<file path="src/rtl/inicializador_turnos_param.sv">
// rtl/inicializador_turnos_param.sv - first-player selection by modulo reduction, then turn rotation
// Optional macro LFSR_INTERNO_EN: internal 16-bit Galois LFSR replaces valor_aleatorio.
module inicializador_turnos_param #(
    parameter int NUM_JUGADORES = 2,
    parameter int RAND_W        = 4,
    localparam int JW           = (NUM_JUGADORES < 2) ? 1 : $clog2(NUM_JUGADORES)
) (
    input  logic              clk,
    input  logic              reset,
    input  logic              start_inicial,
    input  logic [RAND_W-1:0] valor_aleatorio,
    input  logic              fin_turno,
    output logic [JW-1:0]     jugador_inicial,
    output logic [JW-1:0]     jugador_actual,
    output logic              listo,
    output logic              ocupado
);

    generate
        if (NUM_JUGADORES < 2 || NUM_JUGADORES > 16) begin : g_err_n
            $error("NUM_JUGADORES must be in 2..16");
        end
        if (RAND_W < JW) begin : g_err_w
            $error("RAND_W must be >= JW");
        end
    endgenerate

    typedef enum logic [1:0] {IDLE, REDUCIR, JUGANDO} estado_t;

    estado_t           estado;
    logic [RAND_W-1:0] r;
    logic [RAND_W-1:0] fuente;

`ifdef LFSR_INTERNO_EN
    generate
        if (RAND_W > 16) begin : g_err_lfsr
            $error("RAND_W must be <= 16 with LFSR_INTERNO_EN");
        end
    endgenerate

    logic [15:0] lfsr;

    // Galois form: shift right, fold the taps in when the bit leaving is 1.
    always_ff @(posedge clk or posedge reset) begin
        if (reset) begin
            lfsr <= 16'hACE1;
        end else if (lfsr[0]) begin
            lfsr <= (lfsr >> 1) ^ 16'hB400;
        end else begin
            lfsr <= lfsr >> 1;
        end
    end

    assign fuente = lfsr[RAND_W-1:0];
`else
    assign fuente = valor_aleatorio;
`endif

    assign listo   = (estado == JUGANDO);
    assign ocupado = (estado == REDUCIR);

    always_ff @(posedge clk or posedge reset) begin
        if (reset) begin
            estado          <= IDLE;
            r               <= '0;
            jugador_inicial <= '0;
            jugador_actual  <= '0;
        end else begin
            case (estado)
                IDLE: begin
                    if (start_inicial) begin
                        r      <= fuente;
                        estado <= REDUCIR;
                    end
                end
                REDUCIR: begin
                    // Compare at 32 bits so NUM_JUGADORES may exceed the range of r.
                    if (32'(r) >= NUM_JUGADORES) begin
                        r <= r - RAND_W'(NUM_JUGADORES);
                    end else begin
                        jugador_inicial <= r[JW-1:0];
                        jugador_actual  <= r[JW-1:0];
                        estado          <= JUGANDO;
                    end
                end
                JUGANDO: begin
                    if (start_inicial) begin
                        r      <= fuente;
                        estado <= REDUCIR;
                    end else if (fin_turno) begin
                        if (jugador_actual == JW'(NUM_JUGADORES - 1)) begin
                            jugador_actual <= '0;
                        end else begin
                            jugador_actual <= jugador_actual + 1'b1;
                        end
                    end
                end
                default: estado <= IDLE;
            endcase
        end
    end

endmodule

</file>
<file path="config.mk">
export PLATFORM = sky130hd
export DESIGN_NAME = inicializador_turnos_param
export DESIGN_NICKNAME = d
export VERILOG_FILES = /design/src/rtl/inicializador_turnos_param.sv
export SDC_FILE = /design/constraint.sdc
export NUM_CORES = 1
export LEC_CHECK = 0
export BUFFER_PORTS_ARGS = -buffer_cell sky130_fd_sc_hd__buf_2
export CAP_MARGIN = 0
export CORE_AREA = 2 2 39 41
export CTS_CLUSTER_DIAMETER = 30
export DETAILED_ROUTE_END_ITERATION = 12
export DIE_AREA = 0 0 41 43
export GPL_TIMING_DRIVEN = 0
export PLACE_DENSITY_LB_ADDON = 0.08
export SLEW_MARGIN = 20
export SYNTH_ARGS = -nofsm -noshare
export SYNTH_HDL_FRONTEND = slang
export SYNTH_SLANG_ARGS = --single-unit
</file>
<file path="constraint.sdc">
create_clock -name clk -period 1.6 [get_ports clk]
set_clock_uncertainty 0.15 [all_clocks]
set_input_delay 0.08 -clock clk [delete_from_list [all_inputs] [get_ports clk]]
set_output_delay 0.08 -clock clk [all_outputs]
set_load 0.01 [all_outputs]
</file>
; ---- Yosys cells after proc, flatten, opt, wreduce, memory -nomap -nowiden
; Index checks and enable logic that the tools add are counted.
[classes]
addsub = 2
n_mul = 0
div = 0
order_cmp = 1
n_eq_ne = 7
shifts = 0
n_mux = 11
bitwise_logic = 1
n_reduce_logical = 8
[op_table]
columns = op, count
row1 = 4-bit 2-to-1 mux, 2
row2 = 4-bit case mux with 2 select lines, 1
row3 = "2-bit inequality test, second input constant", 3
row4 = "4-bit by 2-bit greater-or-equal comparator with 1-bit output, second input constant", 1
row5 = 1-bit 2-to-1 mux, 4
row6 = 2-bit 2-to-1 mux, 2
row7 = "2-bit by 1-bit inequality test with 1-bit output, second input constant", 2
row8 = 2-bit case mux with 2 select lines, 1
row9 = 2-bit AND reduction, 2
row10 = 4-bit AND reduction, 1
row11 = 2-bit nonzero test, 2
row12 = "4-bit by 2-bit subtractor with 4-bit output, second input constant", 1
row13 = 3-bit AND reduction, 1
row14 = "2-bit by 1-bit == test with 1-bit output, second input constant", 1
row15 = "2-bit == test, second input constant", 1
row16 = 2-bit logical NOT, 1
row17 = 1-bit case mux with 2 select lines, 1
row18 = 2-bit OR reduction, 1
row19 = "1-bit adder, second input constant", 1
row20 = 1-bit NOT, 1
[totals]
reg_bits = 8
latch_bits = 0
ramBits = 0
mem_bits_ro = 0
input_bits = 8
out_inout_bits = 4
wordCells = 34
mem_count = 0

; ---- Depth between registers and ports, before layout
[depth]
word_depth = 5
mapped_depth = 5
ltp_nobuf = 5

; ---- Worst setup path before layout
; OpenSTA, ideal clock, no wires.
[synth_timing]
path_kind = register -> register
start = register r[1]
end = register r[3]
setup_time_ps = 82
t_arrival_ps = 1227
t_required_ps = 1368
setup_slack_ps = 142
path_stages_with_launch = 6
path_buffers = 0
synth_period_minus_slack_ps = 1458
path_cell_list = dfrtp_1 inv_1 ha_1 inv_1 or4_1 a31oi_1
[synth_between]
elab_chain_len = 3
word_cells_on_any_way = 6
classes_between = add/sub: 1 / order compare: 1 / eq/ne: 1 / mux: 2 / reduce/logical: 1
[synth_lines]
columns = element, line_no
row1 = from (decl), 31  ; logic [RAND_W-1:0] r;
row2 = from (signal assigned), 72  ; r <= fuente;
row3 = from (signal assigned), 79  ; r <= r - RAND_W'(NUM_JUGADORES);
row4 = from (signal assigned), 88  ; r <= fuente;
row5 = 4-bit by 2-bit subtractor with 4-bit output / 4-bit by 2-bit greater-or-equal comparator with 1-bit output (equally long branches), "79, 78"
row6 = 4-bit 2-to-1 mux / 2-bit by 1-bit inequality test with 1-bit output (equally long branches), n/a
row7 = 4-bit case mux with 2 select lines / 3-bit AND reduction (equally long branches), n/a
; Parallel ways exist; a longest one is shown, timed or not. The select of a mux whose other input is x is not followed.
; A chain may end at the register's enable or synchronous reset.

; ---- Worst setup path after layout
; Same ends and word-level chain as after synthesis.

==> metrics.md <==
| Metric | Value |
|---|---|
| Status | complete, no violations |
| Final Total Pwr | slightly above 1 mW |
| Vias post-DR | about 370 |
| # DRC | 0 |
| R2R setup slack | 0.06 ns |
| Die Ht | between 40 and 50 µm |
| Synth Instances | 44 |
| Hold_sp | fin_turno |
| Post-DR wirelength/cell | about 11 µm |
| Mux cell area share after synthesis | 0.0991 |
| Post-Synth Simple-Gate Area | 0.172 |
| Root Buffer | clkbuf_4 |
| RR Endpoint | r[3] |
| GRT Util Overall | 0.123 |
| Final Core Density | 0.424 |
| R2R depth | 5 |
| Relative slew margins | 0.785 |
| Slew Limit Fails | 0 |
| Fillers | 131 |
| Post-Synth XOR/XNOR Area | 0 |
| Vias in the first global route | 340 |
| CP required | ~1.6 ns |
| Crit-path max FO | 5 |
| Largest family of logic cells by synthesized area | simple AND/OR/NAND/NOR gates |
| Max Fclk | between 0.6 and 0.7 GHz |
| PortBufs | 11 |
| Hold Crit Class | input pin to flip-flop |
| Net count after synthesis | 53 |
| Worst-Skew Late Latency | 0.25 ns |
| Ys Warns | 0 |
| Clk buf depth | 2 |
| CTS buffer count | 3 |
| Ratio of cells with drive above 1 in the final layout | 0.250 |
| Hold path depth | 3 |
| # placed instances | ~70 |
| Aggregate global routing overflow | 0 |
| Compound-Gate Fraction of Synth Area | 0.160 |
| Post-CTS Setup Inserts | 0 |
| CTS tree | done |
| Die X | about 41 µm |
| Final TNS setup | 0 ns |
| Worst-Margin Slew | around 0.32 ns |
| # IOs | 12 |
| N_diodes | 0 |
| Arr. time, crit path | approximately 1.6 ns |
| Worst Hold End | jugador_actual |
| Cell Area, Synth | ~430 µm² |
| Crit end category | flip-flop |
| GPL Wtd Cong | 0.649 |
| Dpl ws | approximately 0.063 ns |
| Synth cell types | 23 |
| Worst setup margin | 0.0611 ns |
| Nets | 75 |
| RSZ-0062 raised after global routing | no |
| R2R Path Start | r[1] |
| Mean post-synth cell area | 9.75 µm² |
| Final wirelength | between 800 and 900 µm |
| Final setup violation count | 0 |
| Rows | 14 |
| Finished Cell Area | roughly 590 µm² |
| DP Area | around 500 µm² |
| Critical path launch point | r[1] |
| CORE AREA | between 1000 and 1500 µm² |
| Multi-input gate area | 198 µm² |
| Worst-path clk slew | about 0.060 ns |
| Final hold vios | 0 |
| Largest net degree at the start of global routing | 11 |
| MaxCap Viol Count | 0 |
| Area Growth Syn to Fin | 36.7% |
| Leakage | 0.296 nW |
| Min Tclk post-route | ~1.5 ns |
| Sinks on the clock net | 8 |
| Number of H-tree levels | 1 |
| WHS | ~0.07 ns |
| Drt pass-1 iters | 1 |
| DRT iter0 DRCs | 0 |
| Detail Route Antenna Nets | 0 |
| WS Path Type | flip-flop to flip-flop |
| Hpwl dp | between 600 and 700 µm |
| Startpoint class of the critical path | flip-flop |
| Starting Density | 0.310 |
| Initial antenna violation count | 0 |
| Post-synthesis register bit count | 8 |
| Register area | between 200 and 250 µm² |
| Die footprint | ~1800 µm² |
| Routed vias/inst | roughly 4.6 |
| PwrDens | 1730 nW/µm² |
| First-pass GRT wire length | approximately 1.4 mm |
| Cell Count, Final, Fillers Out | 80 |
| Sequential area share after synthesis | 0.466 |
| Adder-cell share of the synthesized area | 0.0292 |
| Max VDD drop | between 0.0006 and 0.0007 V |
| Final Cycle Share | 0.962 |
## worst max path at each step
| stage | to | slack (ns) | cells past startpoint |
|---|---|---|---|
| after floorplan | r[3] | 0.14 | 5 |
| after global placement | r[3] | 0.04 | 5 |
| after detailed placement | r[3] | 0.06 | 5 |
| after CTS | r[3] | 0.05 | 5 |
| after global routing | r[3] | 0.008 | 5 |
| final | r[3] | 0.06 | 5 |
## per-layer routing
metal | part of all wire | track usage
met3 | 0.051 | 0.0314
met2 | 0.41 | 0.166
met1 | 0.53 | 0.168
met5 | 0 | 0
met4 | 0 | 0.0800
## power breakdown
part / internal [mW] / switching [mW] / leakage [nW]
Sequential: 0.303 / 0.0810 / 0.0929
Combinational: 0.233 / 0.243 / 0.189
Clock: 0.0859 / 0.0690 / 0.0138
## cell usage after synthesis
| master | instances | area [µm²] |
|---|---|---|
| mux2i_1 | 2 | 20.0 |
| o221ai_1 | 1 | 8.76 |
| or4_1 | 1 | 7.51 |
| a31oi_1 | 1 | 6.26 |
| ha_1 | 1 | 12.5 |
| buf_2 | 1 | 5.00 |
| a21oi_1 | 2 | 10.0 |
| nand4bb_1 | 1 | 11.3 |
| or3_1 | 1 | 6.26 |
| nor2b_1 | 3 | 18.8 |
| mux2_1 | 1 | 11.3 |
| dfrtp_1 | 8 | 200 |
| inv_1 | 7 | 26.3 |
| o311ai_1 | 1 | 8.76 |
| nand2b_1 | 1 | 6.26 |
| a211oi_1 | 1 | 7.51 |
| mux2_2 | 1 | 11.3 |
| and2b_1 | 1 | 7.51 |
| nor3_1 | 1 | 5.00 |
| o21ai_0 | 4 | 20.0 |
| a21o_1 | 1 | 7.51 |
| nor2_1 | 1 | 3.75 |
| nand2_1 | 2 | 7.51 |
## area by class of cell
| type | instances | share of cell area |
|---|---|---|
| repair buffers | 17 | 0.196 |
| inverters | 7 | 0.0448 |
| multi-input cells | 28 | 0.337 |
| well taps | 16 | 0.0341 |
| flip-flops and latches | 8 | 0.341 |
| clock buffers | 3 | 0.0384 |
| plain buffers | 1 | 0.00853 |
## cell families after synthesis
kind of cell	count (synthesis)
flops	8
compound gates	11
simple gates	12
fa+ha+maj	1
mux	4
buf+inv	8
## worst max-delay path, stage by stage (launching register included)
cell and delay [ns]:
dfrtp_1 0.42, inv_1 0.09, ha_1 0.14, inv_1 0.04
or4_1 0.46, a31oi_1 0.16
## registers in the layout (all words and copies together) (netlist names)
signal and count:
r 4, estado 2, jugador_actual 1, jugador_inicial 1
## placed cells by master, fill, tap and decap left out
| cell | count |
|---|---|
| a211oi_1 | 1 |
| a21o_1 | 1 |
| a21oi_1 | 2 |
| a31oi_1 | 1 |
| and2b_1 | 1 |
| buf_2 | 12 |
| clkbuf_4 | 3 |
| dfrtp_1 | 8 |
| dlygate4sd3_1 | 6 |
| ha_1 | 1 |
| inv_1 | 7 |
| mux2_1 | 1 |
| mux2_2 | 1 |
| mux2i_1 | 2 |
| nand2_1 | 2 |
| nand2b_1 | 1 |
| nand4bb_1 | 1 |
| nor2_1 | 1 |
| nor2b_1 | 3 |
| nor3_1 | 1 |
| o21ai_0 | 4 |
| o221ai_1 | 1 |
| o311ai_1 | 1 |
| or3_1 | 1 |
| or4_1 | 1 |
## timing repair
action | in CTS | in global routing
resized for setup | 0 | 0
hold buffers | 6 | 0
endpoints found under the hold margin | 13 | 0
No activity file was read; power rests on OpenSTA's default activity.
